--- src/rtl/mem_req_arbiter.sv ---
// Arbitrates the DDR2 command path among NREQ requesters. Requester 0 has strict
// priority, the rest share round-robin; a tag FIFO steers two-beat read returns.
module mem_req_arbiter #(
  parameter int NREQ      = 3,
  parameter int ADDR_W    = 31,
  parameter int DATA_W    = 128,
  parameter int TAG_DEPTH = 8
) (
  input  logic                       clk,
  input  logic                       rst_b,
  input  logic [NREQ-1:0]            req_valid,
  output logic [NREQ-1:0]            req_ready,
  input  logic [NREQ-1:0]            req_we,
  input  logic [NREQ*ADDR_W-1:0]     req_addr,
  input  logic [NREQ*DATA_W-1:0]     req_wdata,
  input  logic [NREQ*(DATA_W/8)-1:0] req_wmask,
  input  logic                       af_full,
  output logic                       af_wr_en,
  output logic [ADDR_W-1:0]          af_addr_din,
  output logic                       af_wr_n,
  input  logic                       wdf_almost_full,
  output logic                       wdf_wr_en,
  output logic [DATA_W-1:0]          wdf_din,
  output logic [DATA_W/8-1:0]        wdf_mask_din,
  input  logic                       rdf_valid,
  input  logic [DATA_W-1:0]          rdf_dout,
  output logic [NREQ-1:0]            rd_valid,
  output logic [DATA_W-1:0]          rd_data,
  output logic                       tag_err
);

  localparam int MASK_W = DATA_W / 8;
  localparam int IDX_W  = (NREQ > 2) ? $clog2(NREQ) : 1;
  localparam int PTR_W  = (TAG_DEPTH > 2) ? $clog2(TAG_DEPTH) : 1;
  localparam int CNT_W  = PTR_W + 1;

  typedef enum logic {ST_ARB, ST_WBEAT1} state_t;

  state_t             state_reg;
  logic [IDX_W-1:0]   rr_ptr_reg;
  logic [IDX_W-1:0]   wsel_reg;
  logic [IDX_W-1:0]   tag_mem [TAG_DEPTH];
  logic [PTR_W-1:0]   tag_wr_ptr_reg;
  logic [PTR_W-1:0]   tag_rd_ptr_reg;
  logic [CNT_W-1:0]   tag_count_reg;
  logic               beat_odd_reg;

  logic [NREQ-1:0]    eligible;
  logic               grant_any;
  logic [IDX_W-1:0]   grant_idx;
  logic [IDX_W-1:0]   cand_idx;
  int                 cand;
  logic               grant_we;
  logic               tag_full;
  logic               tag_empty;
  logic               tag_push;
  logic               tag_pop;
  logic               beat_ok;
  logic [NREQ-1:0]    head_onehot;

  assign tag_full  = (tag_count_reg == CNT_W'(TAG_DEPTH));
  assign tag_empty = (tag_count_reg == '0);

  generate
    for (genvar gi = 0; gi < NREQ; gi++) begin : g_elig
      assign eligible[gi] = (state_reg == ST_ARB) && req_valid[gi] && !af_full &&
                            (req_we[gi] ? !wdf_almost_full : !tag_full);
    end
  endgenerate

  // Round-robin search runs over 1..NREQ-1 only, starting just after rr_ptr.
  always_comb begin
    grant_any = 1'b0;
    grant_idx = '0;
    cand      = 0;
    cand_idx  = '0;
    if (eligible[0]) begin
      grant_any = 1'b1;
    end else begin
      for (int k = 1; k < NREQ; k++) begin
        cand = int'(rr_ptr_reg) + k;
        if (cand > NREQ - 1) cand = cand - (NREQ - 1);
        cand_idx = IDX_W'(cand);
        if (!grant_any && eligible[cand_idx]) begin
          grant_any = 1'b1;
          grant_idx = cand_idx;
        end
      end
    end
  end

  assign req_ready = grant_any ? (NREQ'(1) << grant_idx) : '0;
  assign grant_we  = req_we[grant_idx];

  always_ff @(posedge clk or negedge rst_b) begin
    if (!rst_b) begin
      state_reg    <= ST_ARB;
      rr_ptr_reg   <= IDX_W'(NREQ - 1);
      wsel_reg     <= '0;
      af_wr_en     <= 1'b0;
      af_addr_din  <= '0;
      af_wr_n      <= 1'b1;
      wdf_wr_en    <= 1'b0;
      wdf_din      <= '0;
      wdf_mask_din <= '0;
    end else begin
      af_wr_en  <= 1'b0;
      wdf_wr_en <= 1'b0;
      case (state_reg)
        ST_ARB: begin
          if (grant_any) begin
            af_wr_en    <= 1'b1;
            af_addr_din <= req_addr[grant_idx*ADDR_W +: ADDR_W];
            af_wr_n     <= !grant_we;
            if (grant_idx != '0) rr_ptr_reg <= grant_idx;
            if (grant_we) begin
              wdf_wr_en    <= 1'b1;
              wdf_din      <= req_wdata[grant_idx*DATA_W +: DATA_W];
              wdf_mask_din <= req_wmask[grant_idx*MASK_W +: MASK_W];
              wsel_reg     <= grant_idx;
              state_reg    <= ST_WBEAT1;
            end
          end
        end
        ST_WBEAT1: begin
          // Beat1 is taken unconditionally; the FIFO flags leave enough slack.
          wdf_wr_en    <= 1'b1;
          wdf_din      <= req_wdata[wsel_reg*DATA_W +: DATA_W];
          wdf_mask_din <= req_wmask[wsel_reg*MASK_W +: MASK_W];
          state_reg    <= ST_ARB;
        end
        default: state_reg <= ST_ARB;
      endcase
    end
  end

  assign tag_push    = grant_any && !grant_we;
  assign beat_ok     = rdf_valid && !tag_empty;
  assign tag_pop     = beat_ok && beat_odd_reg;
  assign head_onehot = NREQ'(1) << tag_mem[tag_rd_ptr_reg];

  always_ff @(posedge clk) begin
    if (tag_push) tag_mem[tag_wr_ptr_reg] <= grant_idx;
  end

  always_ff @(posedge clk or negedge rst_b) begin
    if (!rst_b) begin
      tag_wr_ptr_reg <= '0;
      tag_rd_ptr_reg <= '0;
      tag_count_reg  <= '0;
      beat_odd_reg   <= 1'b0;
      rd_valid       <= '0;
      rd_data        <= '0;
      tag_err        <= 1'b0;
    end else begin
      rd_valid <= beat_ok ? head_onehot : '0;
      if (beat_ok) begin
        rd_data      <= rdf_dout;
        beat_odd_reg <= !beat_odd_reg;
      end
      if (rdf_valid && tag_empty) tag_err <= 1'b1;
      if (tag_push) tag_wr_ptr_reg <= tag_wr_ptr_reg + 1'b1;
      if (tag_pop)  tag_rd_ptr_reg <= tag_rd_ptr_reg + 1'b1;
      case ({tag_push, tag_pop})
        2'b10:   tag_count_reg <= tag_count_reg + 1'b1;
        2'b01:   tag_count_reg <= tag_count_reg - 1'b1;
        default: tag_count_reg <= tag_count_reg;
      endcase
    end
  end

endmodule

--- config.mk ---
export PLATFORM = sky130hd
export DESIGN_NAME = mem_req_arbiter
export DESIGN_NICKNAME = d
export VERILOG_FILES = /design/src/rtl/mem_req_arbiter.sv
export SDC_FILE = /design/constraint.sdc
export NUM_CORES = 1
export LEC_CHECK = 0
export CORE_AREA = 2 2 381 383
export DETAILED_ROUTE_END_ITERATION = 10
export DIE_AREA = 0 0 383 385
export PLACE_DENSITY = 0.4
export SLEW_MARGIN = 10
export SYNTH_ARGS = -nofsm -noshare
export SYNTH_HDL_FRONTEND = slang
export SYNTH_SLANG_ARGS = --single-unit
--- constraint.sdc ---
create_clock -name clk -period 4.71 [get_ports clk]
set_clock_uncertainty 0.15 [all_clocks]
set_input_delay 0.942 -clock clk [delete_from_list [all_inputs] [get_ports clk]]
set_output_delay 0.942 -clock clk [all_outputs]
set_load 0.005 [all_outputs]
==> run summary, run 1 <==
crit start category: flip-flop
root buffer cell: clkbuf_16
DRT iter0 DRCs: 1,580
Syn. warnings: 0
Final min period: 4.443 ns
first-pass GRT wire length: 194.6 mm
Max Transition Viols Final: 0
Async SR Flop Fraction: 0.9532
HP Class: in -> async
share of cells above drive strength 1: 0.05196
Initial DRT Pass Iterations: 5
Post-Synthesis Cells: 2,641
CP arrival: 3.35 ns
critical path endpoint category: output pin
crit-path max FO: 9
Slew headroom: 0.2386
Worst Path Buf+Inv: 2
Final period util: 0.9433
P_leak: 13.58 nW
Final Hold Viols: 0
final WL: 139.1 mm
Synth cell types: 51
synth cell count leaders: nand2_1 (714), dfrtp_1 (324), a31oi_1 (290), o211ai_1 (290), clkbuf_1 (253)
DP HPWL: 100.9 mm
Final Cell Area: 34,680 um2
routability cong.: 0.8413
Largest regs: rd_data: 128 flops, wdf_din: 128 flops, af_addr_din: 31 flops
number of synthesized flops with an enable pin: 16
GRT overflow: 0
Post-DP Area: 32,970 um2
initial antenna violation count: 49
Die Area: 147,500 um2
Layout area overhead: 63.93%
RSZ-0062 raised after global routing: false
DR vias: 24,740
largest net degree at the start of global routing: 146
Final ANT Viol Nets: 0
number of global-route vias before repair: 24,460
DRC Markers: 0
largest cells by area after synthesis: dfrtp_1 (38%), nand2_1 (13%), o211ai_1 (10%)
Ports: 977
DR WL/cell: 25.92 um
CTS tree: yes
PortBufs: 976
dominant cell type by area after synthesis: dfrtp_1
Main synth FF type: dfrtp_1
Vias/cell: 4.612
worst path required time: 3.62 ns
num rows: 139
slowest CP cell: or4b_1
highest clock rate: 225.1 MHz
Worst-Skew Late Latency: 0.64 ns
H-tree depth: 2
Final Net Count: 4,075
Final TNS setup: 0 ns
synthesized area per cell: 8.010 um2
Post-CTS Resized: 0
outcome: complete, no violations
Finished Core Util: 0.2423
Worst-Margin Slew: 1.142 ns
Syn Nets: 3,310
All-Layer GR Usage: 0.1803
post-synthesis register bit count: 342
crit-path max cell delay: 0.79 ns
Worst IR Drop VDD: 0.2720 mV
core area: 143,100 um2
Seq/Total Area, Yosys: 0.4085
crit path cell chain: or4b_1 -> o2111ai_4 -> inv_8 -> nor3_1 -> clkdlybuf4s50_1
Die Ht: 385 um
total CTS buffers: 48
Final setup viols: 0
share of the synthesized area in the top cell type: 0.3833
cell area after synthesis: 21,150 um2
pwr/cell area: 460.8 nW/um2
total of max-cap violations: 0
clk buf depth: 3
Reg clk slew, reported paths: 0.06 ns
Starting Density: 0.1478
Setup CP Type: reg -> out
most frequent cell after synthesis: nand2_1
Post CTS Setup Buffer Count: 0
Clock Sinks: 342
kind of cell adding the most delay to the critical path: simple AND/OR/NAND/NOR gates
cts hold-fix bufs: 0
die extent in x: 383 um
[routing by layer]
| layer | track usage | vias to the layer above | wire length [um] |
|---|---|---|---|
| met5 | 0 | - | 299 |
| met4 | 0.04746 | 44 | 3340 |
| met3 | 0.04550 | 196 | 10020 |
| met2 | 0.2968 | 971 | 66030 |
| met1 | 0.2334 | 12230 | 59360 |
| li1 | - | 11310 | - |
[layout by cell type, fill, tap and decap left out, drive strengths merged, types with 5 or more instances in the layout]
cell	instances
bufinv	6
o21ai	31
nor3	7
xnor2	6
clkinv	17
o211ai	291
and3	30
nand2	714
edfxtp	16
clkbuf	63
dfrtp	324
nand3	30
inv	154
a31oi	290
o31ai	30
buf	72
a21o	5
nor2	35
clkdlybuf4s50	975
diode	17
ha	5
a211oi	144
o41ai	144
[report_power, final]
part           internal, W  switching (W)
combinational      0.00346        0.00366
sequential         0.00407       0.000841
clock              0.00233        0.00162
[cells by family after synthesis]
group,Yosys count,share of synthesized area
flops,342,0.4085
simple gates,833,0.1564
compound gates,957,0.3294
buf+inv,485,0.09180
mux,9,0.006802
fa+ha+maj,5,0.002957
xor+xnor,10,0.004140
[per-stage QoR]
stage | setup WS [ns] | std cells | power [W] | hold slack (ns)
3_3_place_gp | 0.3472 | 5259 | 0.01219 | 0.2932
2_1_floorplan | 1.157 | 2641 | 0.007412 | 0.3010
5_1_grt | 0.04294 | 5359 | 0.01691 | 0.2184
4_1_cts | 0.09361 | 5348 | 0.01627 | 0.1786
3_5_place_dp | 0.4163 | 5259 | 0.01222 | 0.3034
6_report | 0.2671 | 5365 | 0.01598 | 0.2051
[final cells by class]
class	count	area, um2
Tap cell	1903	2381
Inverter	153	586.8
Sequential cell	342	8641
Clock buffer	63	1329
Fill cell	15680	108500
Timing Repair Buffer	1047	10670
Clock inverter	26	334.1
Antenna cell	17	42.54
Multi-Input combinational cell	1814	10690
[worst reg2reg max path: cells and delay by family, from the launching register on]
kind / cells / cell delay, ns
flops: 1 / 0.47
buf+inv: 2 / 1.21
simple gates: 1 / 0.79
compound gates: 4 / 1.23
[worst paths after layout]
| check | from | end | slack [ns] | depth (start not counted) |
|---|---|---|---|---|
| max | tag_count_reg[2]$_DFFE_PN0P_ | req_ready[2] | 0.27 | 5 |
| max in group asynchronous | rst_b | rd_data[13]$_DFFE_PN0P_ | 3.22 | 2 |
| min reg2reg | tag_err$_DFFE_PN0P_ | tag_err$_DFFE_PN0P_ | 0.31 | 1 |
| min | rst_b | rd_data[37]$_DFFE_PN0P_ | 0.21 | 1 |
| max reg2reg | tag_count_reg[2]$_DFFE_PN0P_ | wdf_din[72]$_DFFE_PN0P_ | 0.72 | 7 |
| min in group clk | tag_err$_DFFE_PN0P_ | tag_err$_DFFE_PN0P_ | 0.31 | 1 |
Note: power is estimated with default switching activity, not from simulation.
==> inputs of run 2 (changes only) <==
--- a/config.mk
+++ b/config.mk
@@ -5,10 +5,10 @@
 export SDC_FILE = /design/constraint.sdc
 export NUM_CORES = 1
 export LEC_CHECK = 0
-export CORE_AREA = 2 2 381 383
+export CORE_AREA = 2 2 382 384
 export DETAILED_ROUTE_END_ITERATION = 10
-export DIE_AREA = 0 0 383 385
-export PLACE_DENSITY = 0.4
+export DIE_AREA = 0 0 384 386
+export PLACE_DENSITY = 0.41
 export SLEW_MARGIN = 10
 export SYNTH_ARGS = -nofsm -noshare
 export SYNTH_HDL_FRONTEND = slang
==> constraint.sdc (replaced) <==
create_clock -name clk -period 3.7 [get_ports clk]
set_clock_uncertainty 0.15 [all_clocks]
set_input_delay 0.74 -clock clk [delete_from_list [all_inputs] [get_ports clk]]
set_output_delay 0.74 -clock clk [all_outputs]
set_load 0.005 [all_outputs]
==> run summary, run 2 (synthesis results as in run 1) <==
pwr/cell area: 581.0 nW/um2
Worst-Skew Late Latency: 0.64 ns
HP Class: reg -> reg
DR WL/cell: 25.85 um
GRT overflow: 0
DRC Markers: 0
Reg power frac: 0.297
Final period util: 0.9455
outcome: complete, no violations
Largest regs: rd_data: 128 flops, wdf_din: 128 flops, af_addr_din: 31 flops
die extent in x: 384 um
most frequent cells in the layout: clkdlybuf4s50_1 (973), nand2_1 (712), dfrtp_1 (324)
total of max-cap violations: 0
routability cong.: 0.8556
Setup CP Type: reg -> out
initial antenna violation count: 51
worst path required time: 2.81 ns
Finished Core Util: 0.2481
Vias/cell: 4.596
H-tree depth: 2
Gate power share: 0.455
DR vias: 25,210
crit-path max FO: 8
total CTS buffers: 47
Max Transition Viols Final: 0
Ports: 977
Final setup viols: 0
largest net degree at the start of global routing: 131
Layout area overhead: 69.48%
Clock power frac: 0.248
Worst-Margin Slew: 0.8302 ns
switch share: 0.3772
core area: 144,500 um2
crit start category: flip-flop
CP arrival: 2.61 ns
Final Net Count: 4,186
Final ANT Viol Nets: 0
NetSw: 0.007857 W
internal reg-to-reg setup slack: 0.32 ns
Slew headroom: 0.4465
Die Area: 148,200 um2
hold_ws: 0.3096 ns
number of global-route vias before repair: 25,060
Starting Density: 0.1464
final WL: 141.8 mm
num rows: 140
share of cells above drive strength 1: 0.08127
highest clock rate: 285.8 MHz
Final min period: 3.498 ns
Clock Sinks: 342
DRT iter0 DRCs: 1,536
CTS tree: yes
Die Ht: 386 um
P_leak: 14.27 nW
Pint: 0.01297 W
Reg clk slew, reported paths: 0.06 ns
All-Layer GR Usage: 0.1824
critical path endpoint category: output pin
Initial DRT Pass Iterations: 6
PortBufs: 976
most common cell after layout, fill and taps aside: clkdlybuf4s50_1
Final Hold Viols: 0
DP HPWL: 107.6 mm
root buffer cell: clkbuf_16
RSZ-0062 raised after global routing: false
clk buf depth: 3
first-pass GRT wire length: 196.8 mm
Worst IR Drop VDD: 0.3147 mV
[run 2: cell count changes in the layout (fill, tap and decap cells not counted), moves of 4 or more]
cell and change:
buf_4 +90, clkinv_2 -4, buf_12 +20, clkbuf_8 +7
diode_2 -5
[run 2: metrics by stage]
| step | setup TNS (ns) | cells | power (W) | worst slack (ns) | instance area (um2) |
|---|---|---|---|---|---|
| after floorplan | 0 | 2641 | 0.009436 | 0.3485 | 21150 |
| final | 0 | 5485 | 0.02083 | 0.2015 | 35850 |
| after CTS | 0 | 5473 | 0.02123 | 0.1183 | 35820 |
| after global routing | 0 | 5485 | 0.02204 | 0.1014 | 35850 |
| after global placement | -1.206 | 5383 | 0.01584 | -0.3403 | 34060 |
| after detailed placement | -0.9601 | 5383 | 0.01589 | -0.2580 | 34060 |
[run 2: final cells by class]
| cell class | instances | area (um2) |
|---|---|---|
| antenna | 12 | 30.03 |
| clock buffer | 72 | 1433 |
| inverter | 153 | 586.8 |
| clock inverter | 16 | 295.3 |
| timing repair buffer | 1159 | 11770 |
| fill | 15830 | 108700 |
| multi-input combinational | 1814 | 10700 |
| tap | 1917 | 2399 |
| sequential | 342 | 8641 |
[run 2: final timing paths]
check / start / cells after the start / endpoint
setup / recovery: tag_count_reg[2]$_DFFE_PN0P_ / 5 / req_ready[2]
hold / removal: tag_err$_DFFE_PN0P_ / 1 / tag_err$_DFFE_PN0P_
setup reg to reg: tag_count_reg[2]$_DFFE_PN0P_ / 8 / wdf_din[10]$_DFFE_PN0P_
hold reg to reg: tag_err$_DFFE_PN0P_ / 1 / tag_err$_DFFE_PN0P_
max in group asynchronous: rst_b / 4 / wdf_din[43]$_DFFE_PN0P_
min in group asynchronous: rst_b / 2 / rd_data[120]$_DFFE_PN0P_
[run 2: power by group through the flow]
stage               Sequential, W  Clock (W)  Combinational [W]
CTS                       0.00621    0.00537            0.00964
global route              0.00637    0.00549             0.0102
finish                    0.00619    0.00516            0.00948
detailed placement        0.00628          0            0.00961
global placement          0.00623          0            0.00961
floorplan                 0.00608          0            0.00336
[run 2: repair_timing]
action	CTS	global route
setup buffers	1	0
resized for setup	7	0
endpoints found under the hold margin	53	0
endpoints found under the setup margin	2	0
hold buffers	1	0
[run 2: critical path, stage by stage, from the launching register on]
cell	delay [ns]
dfrtp_1	0.37
or4b_4	0.58
buf_4	0.21
o211a_4	0.25
nor3_1	0.22
dlygate4sd2_1	0.35
[run 2: metal layers]
layer / part of all wire / wire, um / vias up / global-route usage
met1: 0.41 / 58310 / 12420 / 0.2273
met5: 0.0020 / 283 / - / 0
met4: 0.028 / 4019 / 44 / 0.05265
met3: 0.081 / 11520 / 206 / 0.05278
li1: - / - / 11500 / -
met2: 0.48 / 67640 / 1034 / 0.3036
==> inputs of run 3 (changes only) <==
--- a/config.mk
+++ b/config.mk
@@ -5,10 +5,11 @@
 export SDC_FILE = /design/constraint.sdc
 export NUM_CORES = 1
 export LEC_CHECK = 0
-export CORE_AREA = 2 2 382 384
+export ABC_AREA = 1
+export CORE_AREA = 2 2 376 378
 export DETAILED_ROUTE_END_ITERATION = 10
-export DIE_AREA = 0 0 384 386
-export PLACE_DENSITY = 0.41
+export DIE_AREA = 0 0 378 380
+export PLACE_DENSITY = 0.4
 export SLEW_MARGIN = 10
 export SYNTH_ARGS = -nofsm -noshare
 export SYNTH_HDL_FRONTEND = slang
==> constraint.sdc (replaced) <==
create_clock -name clk -period 3.7 [get_ports clk]
set_clock_uncertainty 0.15 [all_clocks]
set_input_delay 0.74 -clock clk [delete_from_list [all_inputs] [get_ports clk]]
set_output_delay 0.74 -clock clk [all_outputs]
set_load 0.02 [all_outputs]
==> run summary, run 3 <==
Largest regs: rd_data: 128 flops, wdf_din: 128 flops, af_addr_din: 31 flops
Max Transition Viols Final: 0
crit start category: primary input
fillers: 15,620
Final min period: 3.217 ns
outcome: complete, no violations
Die Area: 143,600 um2
CP arrival: 2.33 ns
Final ANT Viol Nets: 0
die extent in x: 378 um
Worst-Margin Slew: 0.9420 ns
Most Frequent Cell on Critical Path: buf_4
Worst IR Drop VDD: 0.3421 mV
Async SR Flop Fraction: 0.9532
routability cong.: 0.8863
Clock Sinks: 342
most frequent cell after synthesis: nand2_1
highest clock rate: 310.9 MHz
worst path required time: 2.81 ns
HP Class: reg -> reg
Post-DP Area: 30,860 um2
crit-path max cell delay: 0.46 ns
Post-Synthesis Cells: 2,374
Final Cell Area: 32,530 um2
total of max-cap violations: 0
Syn Nets: 3,043
Slew headroom: 0.3720
Multi-input gate area: 7786 um2
largest net degree at the start of global routing: 132
PortBufs: 976
CTS tree: yes
Final Hold Viols: 0
final WL: 104.1 mm
dominant cell type by area after synthesis: dfrtp_1
post-synthesis register bit count: 342
first-pass GRT wire length: 146.8 mm
Worst Path Buf+Inv: 6
GRT overflow: 0
share of the synthesized area in the top cell type: 0.4440
root buffer cell: clkbuf_16
Die Ht: 380 um
Seq/Total Area, Yosys: 0.4732
synth cell count leaders: nand2_1 (822), nand3_1 (443), dfrtp_1 (324)
final cell count without fillers: 5,274
Final setup viols: 0
Worst-Skew Late Latency: 0.64 ns
most frequent cells in the layout: clkdlybuf4s50_1 (972), nand2_1 (820), nand3_1 (442)
Final TNS setup: 0 ns
RSZ-0062 raised after global routing: false
DR WL/cell: 19.75 um
P_leak: 15.04 nW
Final Net Count: 4,020
critical path endpoint category: output pin
DP HPWL: 83.31 mm
register area: 8641 um2
pwr/cell area: 697.7 nW/um2
crit-path max FO: 4
H-tree depth: 2
Inst Count DP: 5,175
Post CTS Setup Buffer Count: 0
Layout area overhead: 78.15%
Syn. warnings: 0
largest cells by area after synthesis: dfrtp_1 (44%), nand2_1 (17%), nand3_1 (12%)
DR vias: 19,480
Vias/cell: 3.693
initial antenna violation count: 20
Ports: 977
number of global-route vias before repair: 19,890
Final period util: 0.8694
Initial DRT Pass Iterations: 5
total CTS buffers: 49
kind of cell adding the most delay to the critical path: buffers and inverters
Starting Density: 0.1312
Setup CP Type: in -> out
DRT iter0 DRCs: 1,085
Synth cell types: 36
All-Layer GR Usage: 0.1403
core area: 139,200 um2
share of cells above drive strength 1: 0.1006
num rows: 137
DRC Markers: 0
crit path cell chain: clkdlybuf4s50_1 -> buf_4 -> nor2_4 -> and3_1 -> nand2_2 -> buf_4 -> nand3_2 -> buf_4 -> inv_1 -> buf_4
most common cell after layout, fill and taps aside: clkdlybuf4s50_1
Reg clk slew, reported paths: 0.05 ns
number of synthesized flops with an enable pin: 16
clk buf depth: 3
slowest CP cell: clkdlybuf4s50_1
cell area after synthesis: 18,260 um2
Main synth FF type: dfrtp_1
synthesized area per cell: 7.692 um2
[run 3: changes by cell type after synthesis, sizes merged, moves of 29 or more]
cell    before  now
nand3       30  446
o41ai      144    0
a21oi        3   34
clkbuf     253   62
a211oi     144    0
o211ai     291    0
o31ai       30    0
mux2         3  129
inv        153  315
nand2      714  829
and3        30    1
a31oi      290   30
[run 3: cell type report]
class	instances	area share
inverters	315	0.03666
well taps	1876	0.07216
clock buffers	70	0.04350
flip-flops and latches	342	0.2656
multi-input cells	1563	0.2394
diodes	7	0.0005385
clock inverters	21	0.007077
repair buffers	1080	0.3351
[run 3: through the flow]
stage                     setup WS (ns)    util  total power (W)  hold WS (ns)
after floorplan                  0.7079       -          0.01157        0.2940
after global placement           0.1720  0.2217          0.01820        0.3037
after detailed placement         0.2207  0.2217          0.01821        0.3093
after CTS                        0.4492  0.2336          0.02325        0.3185
after global routing             0.3648  0.2337          0.02424        0.3526
final                            0.4833  0.2337          0.02269        0.3150
[run 3: worst register-to-register path, cell delays in order (launching register included)]
cell,delay [ns]
dfrtp_1,0.44
nor2_1,0.29
nand3_1,0.14
nand2_2,0.13
inv_2,0.07
nand2_2,0.08
inv_2,0.05
nor2_4,0.10
nand2_1,0.07
nand2_1,0.09
nand2_1,0.08
ha_1,0.24
xor2_1,0.19
ha_1,0.19
a21oi_1,0.15
xnor2_1,0.13
o21ai_0,0.08
[run 3: path summary, 6_finish.rpt]
path	startpoint	to	slack (ns)	depth (start not counted)
worst max-delay path	af_full	req_ready[2]	0.48	10
worst min-delay path	rr_ptr_reg[1]$_DFFE_PN1P_	rr_ptr_reg[1]$_DFFE_PN1P_	0.32	2
worst max register to register	tag_count_reg[0]$_DFFE_PN0P_	tag_count_reg[2]$_DFFE_PN0P_	0.93	16
worst min register to register	rr_ptr_reg[1]$_DFFE_PN1P_	rr_ptr_reg[1]$_DFFE_PN1P_	0.32	2
max in group asynchronous	rst_b	wdf_din[86]$_DFFE_PN0P_	1.93	3
min in group asynchronous	rst_b	rd_data[85]$_DFFE_PN0P_	0.57	2
[run 3: what timing repair did]
item / 4_1_cts / 5_1_grt
hold endpoints to repair: 58 / 0
hold buffers: 1 / 0
resized for setup: 0 / 0
setup endpoints to repair: 0 / 0
[run 3: cell families (layout without fill, tap and decap cells)]
logic type | count (synthesis) | in the layout | share of synthesized area
multiplexers | 130 | 130 | 0.08010
flip-flops | 342 | 342 | 0.4732
AO/OA/AOI/OAI | 80 | 80 | 0.02535
XOR/XNOR | 8 | 8 | 0.003837
AND/OR/NAND/NOR | 1340 | 1340 | 0.3103
adder cells (fa/ha/maj) | 5 | 5 | 0.003426
other | 0 | 7 | 0
buffers and inverters | 469 | 1486 | 0.1038
[run 3: layer usage]
| metal | track usage | wire length (um) | share of wire | up-vias |
|---|---|---|---|---|
| li1 | - | - | - | 9451 |
| met1 | 0.1721 | 43380 | 0.42 | 9133 |
| met2 | 0.2331 | 48720 | 0.47 | 751 |
| met3 | 0.04289 | 8522 | 0.082 | 124 |
| met4 | 0.04368 | 3402 | 0.033 | 18 |
| met5 | 0 | 113 | 0.0011 | - |
[run 3: power breakdown]
group | switching (W) | internal [W] | leakage (nW)
Combinational | 0.00662 | 0.00503 | 10.2
Clock | 0.00200 | 0.00282 | 0.803
Sequential | 0.000971 | 0.00525 | 4.04
Total | 0.00959 | 0.0131 | 15.0
